==> src/rtl/alu_pkg.sv <==
// rtl/alu_pkg.sv - ALU opcode encodings, flag bit indices and operand-use helpers
package alu_pkg;

   localparam logic [3:0] OP_ADD = 4'h0;
   localparam logic [3:0] OP_SUB = 4'h1;
   localparam logic [3:0] OP_AND = 4'h2;
   localparam logic [3:0] OP_OR  = 4'h3;
   localparam logic [3:0] OP_XOR = 4'h4;
   localparam logic [3:0] OP_NOT = 4'h5;
   localparam logic [3:0] OP_SHL = 4'h6;
   localparam logic [3:0] OP_SHR = 4'h7;
   localparam logic [3:0] OP_ASR = 4'h8;
   localparam logic [3:0] OP_LDI = 4'hF;

   // Bit positions inside the {Z,C,N,V} flag vector
   localparam int FLG_Z = 3;
   localparam int FLG_C = 2;
   localparam int FLG_N = 1;
   localparam int FLG_V = 0;

   // LDI takes its value from the immediate, so it reads no register
   function automatic logic uses_rs1(input logic [3:0] op);
      return op != OP_LDI;
   endfunction

   // NOT is unary and LDI reads nothing, so neither depends on rs2
   function automatic logic uses_rs2(input logic [3:0] op);
      return (op != OP_LDI) && (op != OP_NOT);
   endfunction

endpackage

==> src/rtl/regfile_3r1w.sv <==
// rtl/regfile_3r1w.sv - register file, two operand read ports, one debug read port, one write port
module regfile_3r1w #(
   parameter int N    = 16,
   parameter int REGS = 8,
   parameter int AW   = 3
) (
   input  logic          clk,
   input  logic          rst,
   input  logic          we,
   input  logic [AW-1:0] waddr,
   input  logic [N-1:0]  wdata,
   input  logic [AW-1:0] raddr1,
   output logic [N-1:0]  rdata1,
   input  logic [AW-1:0] raddr2,
   output logic [N-1:0]  rdata2,
   input  logic [AW-1:0] raddr3,
   output logic [N-1:0]  rdata3
);

   logic [N-1:0] regs [REGS];

   // Single write port; every register clears on reset
   always_ff @(posedge clk or posedge rst) begin
      if (rst) begin
         for (int i = 0; i < REGS; i++) regs[i] <= '0;
      end else if (we) begin
         regs[waddr] <= wdata;
      end
   end

   assign rdata1 = regs[raddr1];
   assign rdata2 = regs[raddr2];
   assign rdata3 = regs[raddr3];

endmodule

==> src/rtl/alu_issue_ctrl.sv <==
// rtl/alu_issue_ctrl.sv - in-order ALU issue/writeback controller with scoreboard; BYPASS_EN forwards the writeback result
module alu_issue_ctrl
   import alu_pkg::*;
#(
   parameter int  N       = 16,
   parameter int  REGS    = 8,
   parameter int  ALU_LAT = 3,
   localparam int AW      = $clog2(REGS)
) (
   input  logic          clk,
   input  logic          rst,
   input  logic          instr_valid,
   output logic          instr_ready,
   input  logic [3:0]    instr_op,
   input  logic [AW-1:0] instr_rd,
   input  logic [AW-1:0] instr_rs1,
   input  logic [AW-1:0] instr_rs2,
   input  logic [N-1:0]  instr_imm,
   output logic [N-1:0]  alu_a,
   output logic [N-1:0]  alu_b,
   output logic [3:0]    alu_op,
   input  logic [N-1:0]  alu_result,
   input  logic          alu_z,
   input  logic          alu_c,
   input  logic          alu_n,
   input  logic          alu_v,
   output logic          wb_valid,
   output logic [AW-1:0] wb_addr,
   output logic [N-1:0]  wb_data,
   output logic [3:0]    flags,
   output logic          busy,
   input  logic [AW-1:0] dbg_addr,
   output logic [N-1:0]  dbg_data
);

   logic             is_ldi;
   logic             issue;
   logic [N-1:0]     rf_a, rf_b;
   logic [N-1:0]     opnd_a, opnd_b;
   logic [REGS-1:0]  pending, pending_nxt, hazard;
   logic [ALU_LAT:0] sr_valid, sr_ldi;
   logic [AW-1:0]    sr_rd [ALU_LAT+1];
   logic             tail_valid, tail_ldi;
   logic [AW-1:0]    tail_rd;
   logic [3:0]       flag_in;

   assign tail_valid = sr_valid[ALU_LAT];
   assign tail_ldi   = sr_ldi[ALU_LAT];
   assign tail_rd    = sr_rd[ALU_LAT];
   assign is_ldi     = (instr_op == OP_LDI);

   regfile_3r1w #(.N(N), .REGS(REGS), .AW(AW)) u_regfile (
      .clk    (clk),
      .rst    (rst),
      .we     (tail_valid),
      .waddr  (tail_rd),
      .wdata  (alu_result),
      .raddr1 (instr_rs1),
      .rdata1 (rf_a),
      .raddr2 (instr_rs2),
      .rdata2 (rf_b),
      .raddr3 (dbg_addr),
      .rdata3 (dbg_data)
   );

`ifdef BYPASS_EN
   logic [REGS-1:0] tail_mask;

   // The register retiring this cycle is already on alu_result, so it is not a hazard
   always_comb begin
      tail_mask = '0;
      if (tail_valid) tail_mask[tail_rd] = 1'b1;
   end

   assign hazard = pending & ~tail_mask;
   assign opnd_a = (tail_valid && (tail_rd == instr_rs1)) ? alu_result : rf_a;
   assign opnd_b = (tail_valid && (tail_rd == instr_rs2)) ? alu_result : rf_b;
`else
   assign hazard = pending;
   assign opnd_a = rf_a;
   assign opnd_b = rf_b;
`endif

   assign instr_ready = !((uses_rs1(instr_op) && hazard[instr_rs1]) ||
                          (uses_rs2(instr_op) && hazard[instr_rs2]) ||
                          hazard[instr_rd]);
   assign issue       = instr_valid && instr_ready;

   // Operand registers feeding the ALU; LDI is an ADD of the immediate and zero
   always_ff @(posedge clk or posedge rst) begin
      if (rst) begin
         alu_a  <= '0;
         alu_b  <= '0;
         alu_op <= '0;
      end else if (issue) begin
         alu_a  <= is_ldi ? instr_imm : opnd_a;
         alu_b  <= is_ldi ? '0 : opnd_b;
         alu_op <= is_ldi ? OP_ADD : instr_op;
      end
   end

   // Tag pipe tracks each op alongside the ALU; a non-issue cycle inserts a bubble
   always_ff @(posedge clk or posedge rst) begin
      if (rst) begin
         sr_valid <= '0;
         sr_ldi   <= '0;
         for (int i = 0; i <= ALU_LAT; i++) sr_rd[i] <= '0;
      end else begin
         sr_valid <= {sr_valid[ALU_LAT-1:0], issue};
         sr_ldi   <= {sr_ldi[ALU_LAT-1:0], issue && is_ldi};
         sr_rd[0] <= instr_rd;
         for (int i = 1; i <= ALU_LAT; i++) sr_rd[i] <= sr_rd[i-1];
      end
   end

   // Scoreboard update: retire clears first so a same-edge re-issue leaves the bit set
   always_comb begin
      pending_nxt = pending;
      if (tail_valid) pending_nxt[tail_rd] = 1'b0;
      if (issue)      pending_nxt[instr_rd] = 1'b1;
   end

   // Scoreboard register
   always_ff @(posedge clk or posedge rst) begin
      if (rst) pending <= '0;
      else     pending <= pending_nxt;
   end

   // Pack ALU flags into architectural order
   always_comb begin
      flag_in        = '0;
      flag_in[FLG_Z] = alu_z;
      flag_in[FLG_C] = alu_c;
      flag_in[FLG_N] = alu_n;
      flag_in[FLG_V] = alu_v;
   end

   // Architectural flags follow every retiring op except LDI
   always_ff @(posedge clk or posedge rst) begin
      if (rst)                        flags <= '0;
      else if (tail_valid && !tail_ldi) flags <= flag_in;
   end

   assign wb_valid = tail_valid;
   assign wb_addr  = tail_rd;
   assign wb_data  = alu_result;
   assign busy     = |pending;

endmodule

==> config.mk <==
export PLATFORM = sky130hd
export DESIGN_NAME = alu_issue_ctrl
export DESIGN_NICKNAME = d
export VERILOG_FILES = /design/src/rtl/alu_pkg.sv /design/src/rtl/regfile_3r1w.sv /design/src/rtl/alu_issue_ctrl.sv
export SDC_FILE = /design/constraint.sdc
export NUM_CORES = 1
export LEC_CHECK = 0
export BUFFER_PORTS_ARGS = -buffer_cell sky130_fd_sc_hd__buf_2
export CAP_MARGIN = 30
export CORE_MARGIN = 2
export CORE_UTILIZATION = 50
export DETAILED_ROUTE_END_ITERATION = 8
export GPL_TIMING_DRIVEN = 0
export HOLD_SLACK_MARGIN = 0.03
export PLACE_DENSITY = 0.73
export RECOVER_POWER = 100
export SLEW_MARGIN = 20
export SYNTH_ARGS = -nofsm -noshare
export SYNTH_HDL_FRONTEND = slang
export SYNTH_SLANG_ARGS = --single-unit
==> constraint.sdc <==
create_clock -name clk -period 10.6 [get_ports clk]
set_input_delay 2.12 -clock clk [delete_from_list [all_inputs] [get_ports clk]]
set_output_delay 2.12 -clock clk [all_outputs]
set_load 0.05 [all_outputs]
== After elaboration in Yosys (flattened, before gate mapping) ==
Cells that the tools add are included.
Cells by class
  multiplexer cells: 27
  bitwise gates (word level): 7
  add/subtract/negate cells: 0
  equal/unequal tests: 3
  shift operators: 0
  $mul: 0
  div/mod/pow operators: 0
  reduce and logical (&&, ||, !) cells: 14
  magnitude comparators: 11
Operator list (number)
  $bmux W16 S3: 3
  $mux W16: 9
  $bwmux W128: 1
  $demux W16 S3: 1
  $ge A4 B4 Y1 const B: 4
  $lt A3 B4 Y1 const B: 4
  $mux W8: 2
  $not A3 Y4: 4
  $bmux W1 S3: 3
  $logic_and A1 B1 Y1: 9
  $and A8 B8 Y8: 1
  $not A8 Y8: 1
  $or A8 B8 Y8: 1
  $reduce_or A8 Y1: 1
  $demux W1 S3: 2
  $ge A3 B1 Y1 const B: 2
  $mux W1: 5
  $eq A4 B4 Y1 const B: 1
  $lt A4 B1 Y1 const B: 1
  $mux W4: 1
  $ne A4 B3 Y1 const B: 1
  $ne A4 B4 Y1 const B: 1
  $logic_not A1 Y1: 2
  $logic_or A1 B1 Y1: 2
Word-level totals
  logic and storage cells: 81
  flip-flop bits (word level): 196
  memory bits (writable): 0
  ROM bits: 0
  memories: 0
  latch bits: 0
  bits of input ports: 55

== Depth between registers and ports, before layout ==
Gate-level depths: netlist (run 1).
  depth in word-level cells: 9
  gate-level depth with buffers: 8
  mapped depth without buffers: 5

== Cells and area by module ==
Synthesis (run 1) repeated with hierarchy kept, for this count alone.
Second synthesis, totals
  cell total of the unflattened synthesis: 712
  area, all modules: 11213.3 µm²
Modules (own cells, without submodules)
  regfile_3r1w: area each 8049.0 µm², cells each 454, times used 1
  alu_issue_ctrl: area each 3164.3 µm², cells each 258, times used 1

== Least setup slack after synthesis (run 1) ==
OpenSTA, ideal clock, no wires.
  path type: in2out
  from: input port instr_rs2[1]
  to: output port instr_ready
  cell stages on the path: 5
  path slack: 4.463 ns
  arrival time: 4.017 ns
  data required time: 8.480 ns
  path buffers: 1
  cells stage by stage: buf_2 mux2_2 nor3b_1 a2111oi_2 nor3_1
On the way
  cells in the longest elaborated chain, start to end: 6
Ends and longest elaborated chain
  start: declaration: line alu_issue_ctrl.sv:17  | input logic [AW-1:0] instr_rs2,
  $bmux W1 S3: line alu_issue_ctrl.sv:85  | (uses_rs2(instr_op) && hazard[instr_rs2]) ||
  $mux W1 (implied by the code): line alu_issue_ctrl.sv:85
  $logic_and A1 B1 Y1: line alu_issue_ctrl.sv:85
  $logic_or A1 B1 Y1: line alu_issue_ctrl.sv:84  | assign instr_ready = !((uses_rs1(instr_op) && hazard[instr_rs1]) ||
  $logic_or A1 B1 Y1: line alu_issue_ctrl.sv:85
  $logic_not A1 Y1: line alu_issue_ctrl.sv:84
  end: declaration: line alu_issue_ctrl.sv:13  | output logic instr_ready,
No other way between the ends. The select of a mux whose other input is x is not followed.

== Worst setup path in the final report (run 1) ==
  from: input port dbg_addr[0]
  to: output port dbg_data[7]
On the way
  cells in the longest elaborated chain, start to end: 4
Ends and longest elaborated chain
  start: declaration: line alu_issue_ctrl.sv:32  | input logic [AW-1:0] dbg_addr,
  $not A3 Y4 (implied by the code): line regfile_3r1w.sv:33  | assign rdata3 = regs[raddr3];
  $bmux W16 S3: line regfile_3r1w.sv:33
  $mux W16 (implied by the code) (2 in series): line regfile_3r1w.sv:33
  end: declaration: line alu_issue_ctrl.sv:33  | output logic [N-1:0] dbg_data
No other way between the ends. The select of a mux whose other input is x is not followed.

==> out/summary.txt, run 1 <==
Synthesized cell area: 10700 sq um
Cts hold-fix bufs: 0
Violated checks: max-capacitance violations, max-slew violations
Final HPWL DP: 18250 um
Yosys Warn Count: 0
Worst R2R Path Depth: 5
Syn avg cell area: 15.29 sq um
Core area: 21020 sq um
Cell row count: 53
Total CTS buffers: 17
WL final: 26980 um
CP endpoint kind: output pin
Fin crit share: 62.46%
Ports: 133
CP Launch Type: input port
Reg2reg end: u_regfile.regs[81]
Slew Viols, Final: 104
Buf+Inv Stages, Crit Path: 3
Setup TNS: 0 ns
Hold Path Class: reg -> reg
First-pass GRT wire length: 41330 um
Worst r2r src: wb_addr[2]
#FFs+latches synth: 196
DRT antenna net count: 0
Worst clock skew: 0.005032 ns
Largest net degree at the start of global routing: 103
DP Worst Slack: 4.499 ns
Worst VDD drop: 0.0001212 V
Layout Utilization: 57.34%
Crit-path most repeated cell: clkbuf_1
Leak Pwr: 0.005049 uW
Later-pin clock latency in the skew report: 0.44 ns
Worst Tran Pin Value: 4.272 ns
Via density: 6.079
Total power: 3097 uW
Vias post-DR: 6887
Synth Net Count: 755
Die area: 22590 sq um
Remaining Overflow, GRT: 0
Total clock sinks: 196
Area grow syn2layout: 12.60%
Hold depth: 0
Initial DRT Pass Iterations: 4
Hold path startpoint: sr_rd[3]
Most used DFF post-synth: dfrtp_1
Hold Path Sink: wb_addr[0]
Input/output buffers: 124
Post-CTS sizing: 0
PD cells: 257.0 nW/um^2
Vias in the first global route: 6987
CTS clk-pin slew, worst paths: 0.07 ns
Fill cells: 1729
Initial Util: 50.92%
Number of antenna violations at the first check in global routing: 0
Slowest cell on crit path: clkbuf_1
DR iter-0 viols: 554
Unrepaired setup endpoints after global routing: no
Post-synth EDFFs: 0
Drt drc: 0
Final setup viols: 0
Die Height: 150.3 um
H-Tree Depth: 4
CTS tree: done
Largest stage delay, worst path: 0.88 ns
Root Driver: clkbuf_16
Worst Setup Slack, final: 3.980 ns
Slew Limit Headroom: -186.4%
Layout cells sized above 1: 41.26%
Status: finished, violations left
Routability-driven placement congestion ratio: 0.8467
N_diodes: 0
Hold Fails Final Rpt: 0
Final worst path period need: 6.620 ns
Setup repair bufs after CTS: 0
GRT Util Overall: 25.17%
Overall die width: 150.3 um
Delay-heaviest family, CP: buffers and inverters
Synth Instances: 700
Clk buf depth: 2
Crit path arrival time: 4.50 ns
Average wire per standard cell: 23.82 um
FFs w/ async S/R, synth: 100.0%
Critical Path RT: 8.48 ns
Critical path, cell by cell: clkbuf_1, clkbuf_1, mux4_2, mux2_2, clkbuf_1
Upper clock frequency limit: 151.0 MHz
Critical path class: in -> out
Synth cell types: 39
CP max FO: 10
Sequential share of the synthesized area: 45.82%
Worst reg2reg setup slack: 7.26 ns
# Max-Cap Violations: 2
Total Nets Final: 900
-- cells by family after synthesis --
kind of cell / synth area share [%]
compound gates: 2.116
xor+xnor: 0.08184
buf+inv: 4.430
flops: 45.82
mux: 44.14
simple gates: 3.413
-- area by class of cell --
cell class,count,area [sq um],area share [%]
Clock buffer,18,439.2,3.644
Buffer,73,370.4,3.073
Timing Repair Buffer,126,536.8,4.453
Sequential cell,196,4905,40.69
Multi-Input combinational cell,420,5224,43.34
Clock inverter,14,191.4,1.588
Tap cell,275,344.1,2.855
Inverter,11,42.54,0.3530
-- metrics by stage --
step	hold slack [ns]	cell area, sq um	std cells
floorplan	0.3312	10700	700
global placement	0.3328	11670	1099
detailed placement	0.3371	11720	1101
CTS	0.3546	12350	1133
global route	0.3572	12050	1133
finish	0.3513	12050	1133
-- placed cells by master (no fill, tap or decap), drive strengths merged, types with 2 or more instances in the layout --
cell / instances
nand4: 2
dfrtp: 196
a221oi: 2
inv: 17
nor3: 3
nand2: 23
nor3b: 4
nor2: 18
and3: 2
nor4: 3
clkinv: 2
nand3: 2
buf: 65
mux2i: 37
clkinvlp: 3
o21ai: 16
and2: 3
bufinv: 3
mux2: 182
a2111oi: 2
mux4: 98
a32o: 8
nor2b: 6
clkbuf: 152
-- cells in the mapped netlist (2+ instances only) --
cell type  number  area share, %
dfrtp_1       196             46
mux2_2        156             16
mux4_2         98             21
mux2i_1        37            3.5
clkbuf_1       31            1.1
mux2_4         26            3.6
nand2_1        23           0.81
buf_4          20            1.4
nor2_1         18           0.63
o21ai_0        16           0.75
buf_2          14           0.65
inv_1          11           0.39
a32o_1          8           0.75
nor2b_1         6           0.35
and2_1          3           0.18
buf_6           3           0.32
nor3b_1         3           0.21
nor4_1          3           0.18
a221oi_1        2           0.16
and3_1          2           0.12
buf_1           2          0.070
buf_12          2           0.37
nand3_1         2          0.094
nand4_1         2           0.12
nor3_1          2          0.094
-- worst reg2reg max path: stages (launching register included) --
cell,delay [ns]
dfrtp_1,0.38
clkbuf_1,0.16
nand2b_1,0.18
nor3b_1,1.40
clkbuf_1,0.70
mux2_2,0.42
-- worst max-delay path by stage --
stage	endpoint	slack, ns	cells after the start	start
floorplan	alu_a[0]	3.14	1	rst
global route	dbg_data[7]	3.85	5	dbg_addr[0]
detailed placement	dbg_data[7]	4.50	5	dbg_addr[0]
global placement	u_regfile.regs[98]	0.93	2	rst
CTS	dbg_data[7]	4.49	5	dbg_addr[0]
finish	dbg_data[7]	3.98	5	dbg_addr[0]
-- power breakdown --
part           switching, uW  total [uW]  leakage [uW]  internal (uW)
Clock                    306         692      0.000304            387
Combinational            678        1190       0.00232            507
Sequential               215        1220       0.00242           1000
-- state kept, by name, summed over array words and instances, names as in the netlist --
register and flops:
sr_valid 4, alu_a 16, sr_rd 9, sr_ldi 4, alu_b 16, hazard 8, alu_op 4, flags 4
wb_addr 3, u_regfile.regs 128
-- metal layers --
metal  track usage [%]  part of all wire, %
met2             40.16                   49
met1             34.76                   43
met3             4.879                  6.3
met4             8.962                  2.2
met5                 0                    0
No activity file was read; power rests on OpenSTA's default activity.
==> run 2, diff against run 1 <==
--- a/config.mk
+++ b/config.mk
@@ -12,7 +12,7 @@
 export DETAILED_ROUTE_END_ITERATION = 8
 export GPL_TIMING_DRIVEN = 0
 export HOLD_SLACK_MARGIN = 0.03
-export PLACE_DENSITY = 0.73
+export PLACE_DENSITY = 0.76
 export RECOVER_POWER = 100
 export SLEW_MARGIN = 20
 export SYNTH_ARGS = -nofsm -noshare
==> constraint.sdc (replaced) <==
create_clock -name clk -period 5.7 [get_ports clk]
set_input_delay 1.14 -clock clk [delete_from_list [all_inputs] [get_ports clk]]
set_output_delay 1.14 -clock clk [all_outputs]
set_load 0.05 [all_outputs]
==> run 2 against run 1 <==
  * The run still ends with max-capacitance violations, max-slew violations left
  * Clock power increased by 72%
  * Critical path type unchanged
  * Sequential share of layout area hardly changed
  * Global-route usage shrank 0.52 points
  * Worst setup slack got worse by 2.9 ns
  * Sequential power rose by 85%
  * Count of clock-buffer cells in the layout shrank 1
  * Via count rose by 0.13%
  * Power grew 83%
  * Register-to-register slack got worse by 4.8 ns
  * Worst hold slack improved by 0.00053 ns
  * Highest routed layer unchanged
  * Non-clock buffer count grew 7
==> out/summary.txt, run 2 (synthesis gave the netlist of run 1 again) <==
Worst clock skew: 0.009403 ns (+0.004370 ns)
Clk buf depth: 2 (unchanged)
Overall die width: 150.3 um (unchanged)
Hold Path Class: reg -> reg
Critical path, cell by cell: clkbuf_1, clkbuf_1, mux4_2, mux2_2, clkbuf_1
Hold Path Sink: sr_ldi[1]
Worst reg2reg setup slack: 2.48 ns (-4.78 ns)
Unrepaired setup endpoints after global routing: no
Hold depth: 0 (unchanged)
Most frequent cells in the layout: 196 x dfrtp_1, 155 x mux2_2, 125 x clkbuf_1
Initial Util: 50.92% (unchanged)
Worst VDD drop: 0.0002522 V (+110%)
Worst r2r src: wb_addr[2]
Buf+Inv Stages, Crit Path: 3 (unchanged)
Sequential Power Share: 39.9% (+0.5 points)
Area grow syn2layout: 12.66% (about the same)
Die Height: 150.3 um (unchanged)
Critical Path RT: 4.56 ns (-3.92 ns)
Total CTS buffers: 17 (unchanged)
DR iter-0 viols: 539 (-2.7%)
WL final: 26650 um (-1.2%)
Clock power frac: 21.0% (-1.4 points)
Remaining Overflow, GRT: 0 (unchanged)
Final setup viols: 0 (unchanged)
CP max FO: 10 (unchanged)
Cell row count: 53 (unchanged)
Critical path class: in -> out
Setup TNS: 0 ns (unchanged)
Post-CTS sizing: 0 (unchanged)
Status: finished, violations left
Most common cell after layout, fill and taps aside: dfrtp_1
Slowest cell on crit path: clkbuf_1
Total clock sinks: 196 (unchanged)
Routability-driven placement congestion ratio: 0.8349 (-1.4%)
Worst Setup Slack, final: 1.077 ns (-2.903 ns)
Delay-heaviest family, CP: buffers and inverters
Root Driver: clkbuf_16
CTS tree: done
Core area: 21020 sq um (unchanged)
Hold Slack: 0.3518 ns (+0.0005290 ns)
Drt drc: 0 (unchanged)
Upper clock frequency limit: 216.3 MHz
Input/output buffers: 124 (unchanged)
GRT Util Overall: 24.65% (-0.52 points)
Cts hold-fix bufs: 0 (unchanged)
Hold Fails Final Rpt: 0 (unchanged)
Vias in the first global route: 6995 (+0.11%)
Vias post-DR: 6896 (+0.13%)
H-Tree Depth: 4 (unchanged)
Reg2reg end: u_regfile.regs[80]
PD cells: 469.8 nW/um^2 (+83%)
Violated checks: max-capacitance violations, max-slew violations
CP endpoint kind: output pin
Slew Viols, Final: 73 (-30%)
Worst Tran Pin Value: 1.747 ns (-2.526 ns)
Final HPWL DP: 18720 um (+2.6%)
Final worst path period need: 4.623 ns
Reg with most FFs: u_regfile.regs
Slew Limit Headroom: -16.44% (+170 points)
Largest stage delay, worst path: 0.83 ns (-0.05 ns)
N_diodes: 0 (unchanged)
Switching portion of total power: 39.93% (+1.2 points)
Max reg flops: 128 (unchanged)
Setup repair bufs after CTS: 0 (unchanged)
Worst R2R Path Depth: 5 (unchanged)
Die area: 22590 sq um (unchanged)
Fin crit share: 81.11%
Sw power: 2262 uW (+89%)
Via density: 6.049 (-0.48%)
CTS clk-pin slew, worst paths: 0.08 ns (about the same)
Crit path arrival time: 3.48 ns (-1.02 ns)
# Max-Cap Violations: 3 (+1)
Total power: 5665 uW (+83%)
Initial DRT Pass Iterations: 5 (+1)
Number of antenna violations at the first check in global routing: 0 (unchanged)
Ports: 133 (unchanged)
Worst path depth: 5 (unchanged)
Hold path startpoint: sr_ldi[0]
DP Worst Slack: 1.550 ns (-2.949 ns)
Largest regs: u_regfile.regs x128, alu_a x16, alu_b x16
Average wire per standard cell: 23.38 um (-1.9%)
Internal power: 3403 uW (+79%)
Total Nets Final: 907 (+0.78%)
DRT antenna net count: 0 (unchanged)
Crit-path most repeated cell: clkbuf_1
Leak Pwr: 0.005087 uW (+0.76%)
Combinational share of power: 39.0% (+0.7 points)
Layout cells sized above 1: 42.54% (+1.3 points)
Largest net degree at the start of global routing: 35 (-66%)
Later-pin clock latency in the skew report: 0.44 ns (about the same)
First-pass GRT wire length: 40520 um (-2.0%)
CP Launch Type: input port
## run 2: cell count changes in the layout (fill, tap and decap cells not counted), moves of 2 or more
cell,delta
buf_2,+15
bufinv_16,-3
clkbuf_1,-9
clkinvlp_4,-2
inv_6,+4
inv_8,+2
## run 2: cell type report
| cell class | count | area [sq um] |
|---|---|---|
| multi-input combinational | 420 | 5219 |
| buffer | 73 | 369.1 |
| clock inverter | 15 | 151.4 |
| inverter | 11 | 42.54 |
| clock buffer | 17 | 425.4 |
| sequential | 196 | 4905 |
| timing repair buffer | 133 | 603.1 |
| fill | 1759 | 8962 |
| tap | 275 | 344.1 |
## run 2: power groups by stage
stage          Clock, uW  Combinational (uW)  Sequential [uW]
2_1_floorplan          0                1410             2660
3_3_place_gp           0                2320             2240
3_5_place_dp           0                2370             2280
4_1_cts             1200                2380             2250
5_1_grt             1270                2330             2330
6_report            1190                2210             2260
## run 2: routing by layer
| layer | vias to the layer above | GRT usage [%] | share of wire (%) |
|---|---|---|---|
| met2 | 260 | 40.27 | 50 |
| met3 | 46 | 5.606 | 6.1 |
| met1 | 3611 | 32.81 | 42 |
| met5 | - | 0 | 0 |
| met4 | 0 | 8.349 | 2.3 |
| li1 | 2979 | - | - |
## run 2: worst max-delay path by stage
stage	slack [ns]	endpoint	start
final	1.08	dbg_data[10]	dbg_addr[0]
after global routing	0.94	dbg_data[7]	dbg_addr[0]
after CTS	1.55	dbg_data[10]	dbg_addr[0]
after detailed placement	1.55	dbg_data[10]	dbg_addr[0]
after global placement	0.84	alu_b[7]	rst
after floorplan	1.52	instr_ready	instr_rs2[1]
## run 2: stage by stage
| step | util, % | instance area (sq um) | cells |
|---|---|---|---|
| finish | 57.37 | 12060 | 1140 |
| global route | 57.37 | 12060 | 1140 |
| CTS | 59.07 | 12420 | 1139 |
| detailed placement | 56.32 | 11840 | 1107 |
| global placement | 55.53 | 11670 | 1099 |
| floorplan | - | 10710 | 700 |
==> run 3, diff against run 2 <==
--- a/config.mk
+++ b/config.mk
@@ -5,6 +5,7 @@
 export SDC_FILE = /design/constraint.sdc
 export NUM_CORES = 1
 export LEC_CHECK = 0
+export ABC_AREA = 1
 export BUFFER_PORTS_ARGS = -buffer_cell sky130_fd_sc_hd__buf_2
 export CAP_MARGIN = 30
 export CORE_MARGIN = 2
==> constraint.sdc (replaced) <==
create_clock -name clk -period 3.91 [get_ports clk]
set_input_delay 0.782 -clock clk [delete_from_list [all_inputs] [get_ports clk]]
set_output_delay 0.782 -clock clk [all_outputs]
set_load 0.05 [all_outputs]
==> run 3 against run 2 <==
  * Sequential share of layout area decreased by 1.8 points
  * Via count rose by 78%
  * The flow still finishes with violations (max-capacitance violations, max-slew violations)
  * Core utilization grew 0.61 points
  * Routed wire length increased by 75%
  * Clock power grew 55%
  * Die area rose by 3.3%
  * Non-clock buffer count up 59
  * First-iteration DRC count rose to 3.5 times the previous value
  * Register-to-register slack worse by 0.72 ns
  * Critical path type unchanged
  * Critical path depth increased by 2
  * Power grew 32%
  * Sequential power increased by 33%
==> out/summary.txt, run 3 <==
Violated checks: max-capacitance violations, max-slew violations
Hold path startpoint: sr_valid[2]
CTS tree: done
Crit-path most repeated cell: clkbuf_1
CP Launch Type: input port
Total CTS buffers: 17 (unchanged)
Clock power frac: 24.7% (+3.7 points)
Delay-heaviest family, CP: buffers and inverters
Buf+Inv Stages, Crit Path: 5 (+2)
Most common cell after layout, fill and taps aside: nand2_1
Final HPWL DP: 33460 um (+79%)
Synthesized cell area: 11070 sq um (+3.4%)
DP Worst Slack: 0.3566 ns (-1.193 ns)
Hold Fails Final Rpt: 0 (unchanged)
Critical Path RT: 3.13 ns (-1.43 ns)
Hold Path Sink: sr_valid[3]
Final worst path period need: 3.867 ns
Commonest cells in the synthesized netlist: 445 x nand2_1, 284 x o21ai_0, 196 x dfrtp_1
Synth cell types: 25 (-36%)
Fill cells: 2185 (+24%)
Remaining Overflow, GRT: 0 (unchanged)
Sequential share of the synthesized area: 44.30% (-1.5 points)
Drt drc: 0 (unchanged)
Die area: 23350 sq um (+3.3%)
Slew Viols, Final: 136 (+86%)
Syn avg cell area: 7.066 sq um (-54%)
CTS clk-pin slew, worst paths: 0.08 ns (about the same)
Most frequent cells in the layout: 446 x nand2_1, 284 x o21ai_0, 196 x dfrtp_1
Sequential cell area: 4905 sq um (unchanged)
H-Tree Depth: 4 (unchanged)
Max reg flops: 128 (unchanged)
Hold Path Class: reg -> reg
CP max FO: 10 (unchanged)
Input/output buffers: 127 (+2.4%)
Synth Net Count: 1622 (+110%)
Vias post-DR: 12287 (+78%)
#FFs+latches synth: 196 (unchanged)
Ports: 133 (unchanged)
Root Driver: clkbuf_16
PD cells: 593.0 nW/um^2 (+26%)
Vias in the first global route: 11218 (+60%)
Combinational share of power: 35.1% (-3.9 points)
Critical path, cell by cell: buf_2, clkinv_1, clkbuf_1, clkbuf_1, o21ai_0, a31oi_1, clkbuf_2
Routability-driven placement congestion ratio: 1.036 (+24%)
Upper clock frequency limit: 258.6 MHz
Post-synth EDFFs: 0 (unchanged)
Area grow syn2layout: 13.91%
# Max-Cap Violations: 4 (+1)
Core area: 21760 sq um (+3.5%)
Largest net degree at the start of global routing: 36 (+2.9%)
Worst r2r src: wb_addr[2]
Fin crit share: 98.91%
Clk buf depth: 2 (unchanged)
DR iter-0 viols: 1861 (+250%)
First-pass GRT wire length: 69030 um (+70%)
Crit path arrival time: 3.09 ns (-0.39 ns)
Placed instance area: 12190 sq um (+2.9%)
Status: finished, violations left
WL final: 46730 um (+75%)
Setup repair bufs after CTS: 0 (unchanged)
Synth Instances: 1567 (+120%)
Worst Tran Pin Value: 1.884 ns (+0.1370 ns)
Average wire per standard cell: 23.20 um (-0.74%)
Yosys Warn Count: 0 (unchanged)
Total Nets Final: 1774 (+96%)
Largest stage delay, worst path: 0.57 ns (-0.26 ns)
GRT Util Overall: 39.69% (+15 points)
Later-pin clock latency in the skew report: 0.46 ns (+0.02 ns)
Cts hold-fix bufs: 0 (unchanged)
Die Height: 152.8 um (+1.7%)
Switching portion of total power: 45.59% (+5.7 points)
CP endpoint kind: output pin
Sequential Power Share: 40.2% (+0.3 points)
Share of the synthesized area in the top cell type: 44.30% (-1.5 points)
Cell row count: 54 (+1.9%)
Final setup viols: 0 (unchanged)
Design Area, Final: 12610 sq um (+4.6%)
Internal power: 4069 uW (+20%)
Total clock sinks: 196 (unchanged)
Initial Util: 50.89% (about the same)
Overall die width: 152.8 um (+1.7%)
Worst reg2reg setup slack: 1.76 ns (-0.72 ns)
Worst Setup Slack, final: 0.04276 ns (-1.034 ns)
Via density: 6.101 (+0.85%)
Area of the multi-input gates: 5076 sq um (-2.7%)
FFs w/ async S/R, synth: 100.0% (unchanged)
Slew Limit Headroom: -25.57% (-9.1 points)
Leak Pwr: 0.006541 uW (+29%)
Unrepaired setup endpoints after global routing: no
Initial DRT Pass Iterations: 7 (+2)
Worst VDD drop: 0.0003582 V (+42%)
Slowest cell on crit path: clkbuf_1
Worst clock skew: 0.01082 ns (+0.001419 ns)
Number of antenna violations at the first check in global routing: 5 (+5)
Top cells by area, synth: dfrtp_1 44%, nand2_1 15%, o21ai_0 13%
Sw power: 3410 uW (+51%)
Synth area leader: dfrtp_1
Reg with most FFs: u_regfile.regs
Critical path class: in -> out
Most used DFF post-synth: dfrtp_1
Setup TNS: 0 ns (unchanged)
Post-CTS sizing: 0 (unchanged)
Layout cells sized above 1: 9.238% (-33 points)
Hold depth: 0 (unchanged)
Largest regs: u_regfile.regs x128, alu_a x16, alu_b x16
Worst R2R Path Depth: 5 (unchanged)
Most frequent cell after synthesis: nand2_1
Reg2reg end: u_regfile.regs[5]
DRT antenna net count: 0 (unchanged)
## run 3: cell count changes in the layout (fill, tap and decap cells not counted), moves of 25 or more
cell     change
mux2i_1     -37
nand3_1    +153
a21oi_1    +111
nor2_1      +55
mux2_1      -25
mux4_2      -98
a31oi_1     +32
inv_1       +95
mux2_2     -151
nand2_1    +423
o21ai_0    +268
## run 3: how the worst max path moves through the flow
stage | start | to | slack [ns] | cells past startpoint
after floorplan | rst | alu_a[0] | 0.60 | 1
after global placement | rst | sr_ldi[0] | -0.64 | 2
after detailed placement | dbg_addr[0] | dbg_data[4] | 0.36 | 7
after CTS | dbg_addr[0] | dbg_data[4] | 0.35 | 7
after global routing | dbg_addr[0] | dbg_data[0] | 0.08 | 7
final | dbg_addr[0] | dbg_data[0] | 0.04 | 7
## run 3: worst register-to-register path, cell delays in order (launching register included)
cell and delay [ns]:
dfrtp_1 0.54, nand2_1 0.14, nor2_1 0.39, clkbuf_1 0.73
nand2_1 0.10, o21ai_0 0.14
## run 3: metrics by stage
step                total power [uW]  instances  util [%]  hold slack, ns
floorplan                       4856       1567         -          0.3312
global placement                5600       1974     55.44          0.3317
detailed placement              5666       1980     56.03          0.3347
CTS                             7477       2012     58.83          0.3536
global route                    7831       2013     57.96          0.3562
finish                          7479       2014     57.97          0.3510
## run 3: kinds of logic after synthesis
logic type	after synthesis	share of synthesized area, %
and+or+nand+nor	689	25.69
AOI/OAI and AO/OA	432	19.91
buffers and inverters	246	9.696
DFF	196	44.30
muxes	4	0.4068
## run 3: layout make-up
| type | instances | area share, % |
|---|---|---|
| Antenna cell | 2 | 0.03968 |
| Buffer | 132 | 5.050 |
| Clock buffer | 17 | 3.373 |
| Clock inverter | 15 | 1.468 |
| Inverter | 114 | 3.403 |
| Multi-Input combinational cell | 1125 | 40.25 |
| Sequential cell | 196 | 38.89 |
| Tap cell | 280 | 2.778 |
| Timing Repair Buffer | 133 | 4.752 |
## run 3: power by group through the flow
| stage | combinational [uW] | clock [uW] | sequential, uW |
|---|---|---|---|
| global route | 2830 | 1920 | 3080 |
| finish | 2630 | 1840 | 3010 |
| CTS | 2650 | 1840 | 2980 |
| global placement | 2590 | 0 | 3010 |
| floorplan | 1230 | 0 | 3630 |
| detailed placement | 2650 | 0 | 3010 |
## run 3: per-layer routing
layer	global-route usage [%]	share of wire, %	routed length (um)	vias up
met4	19.27	5.4	2537	0
met2	56.84	41	19280	973
met3	15.22	16	7282	171
met5	0	0	0	-
li1	-	-	-	5453
met1	52.86	38	17630	5690
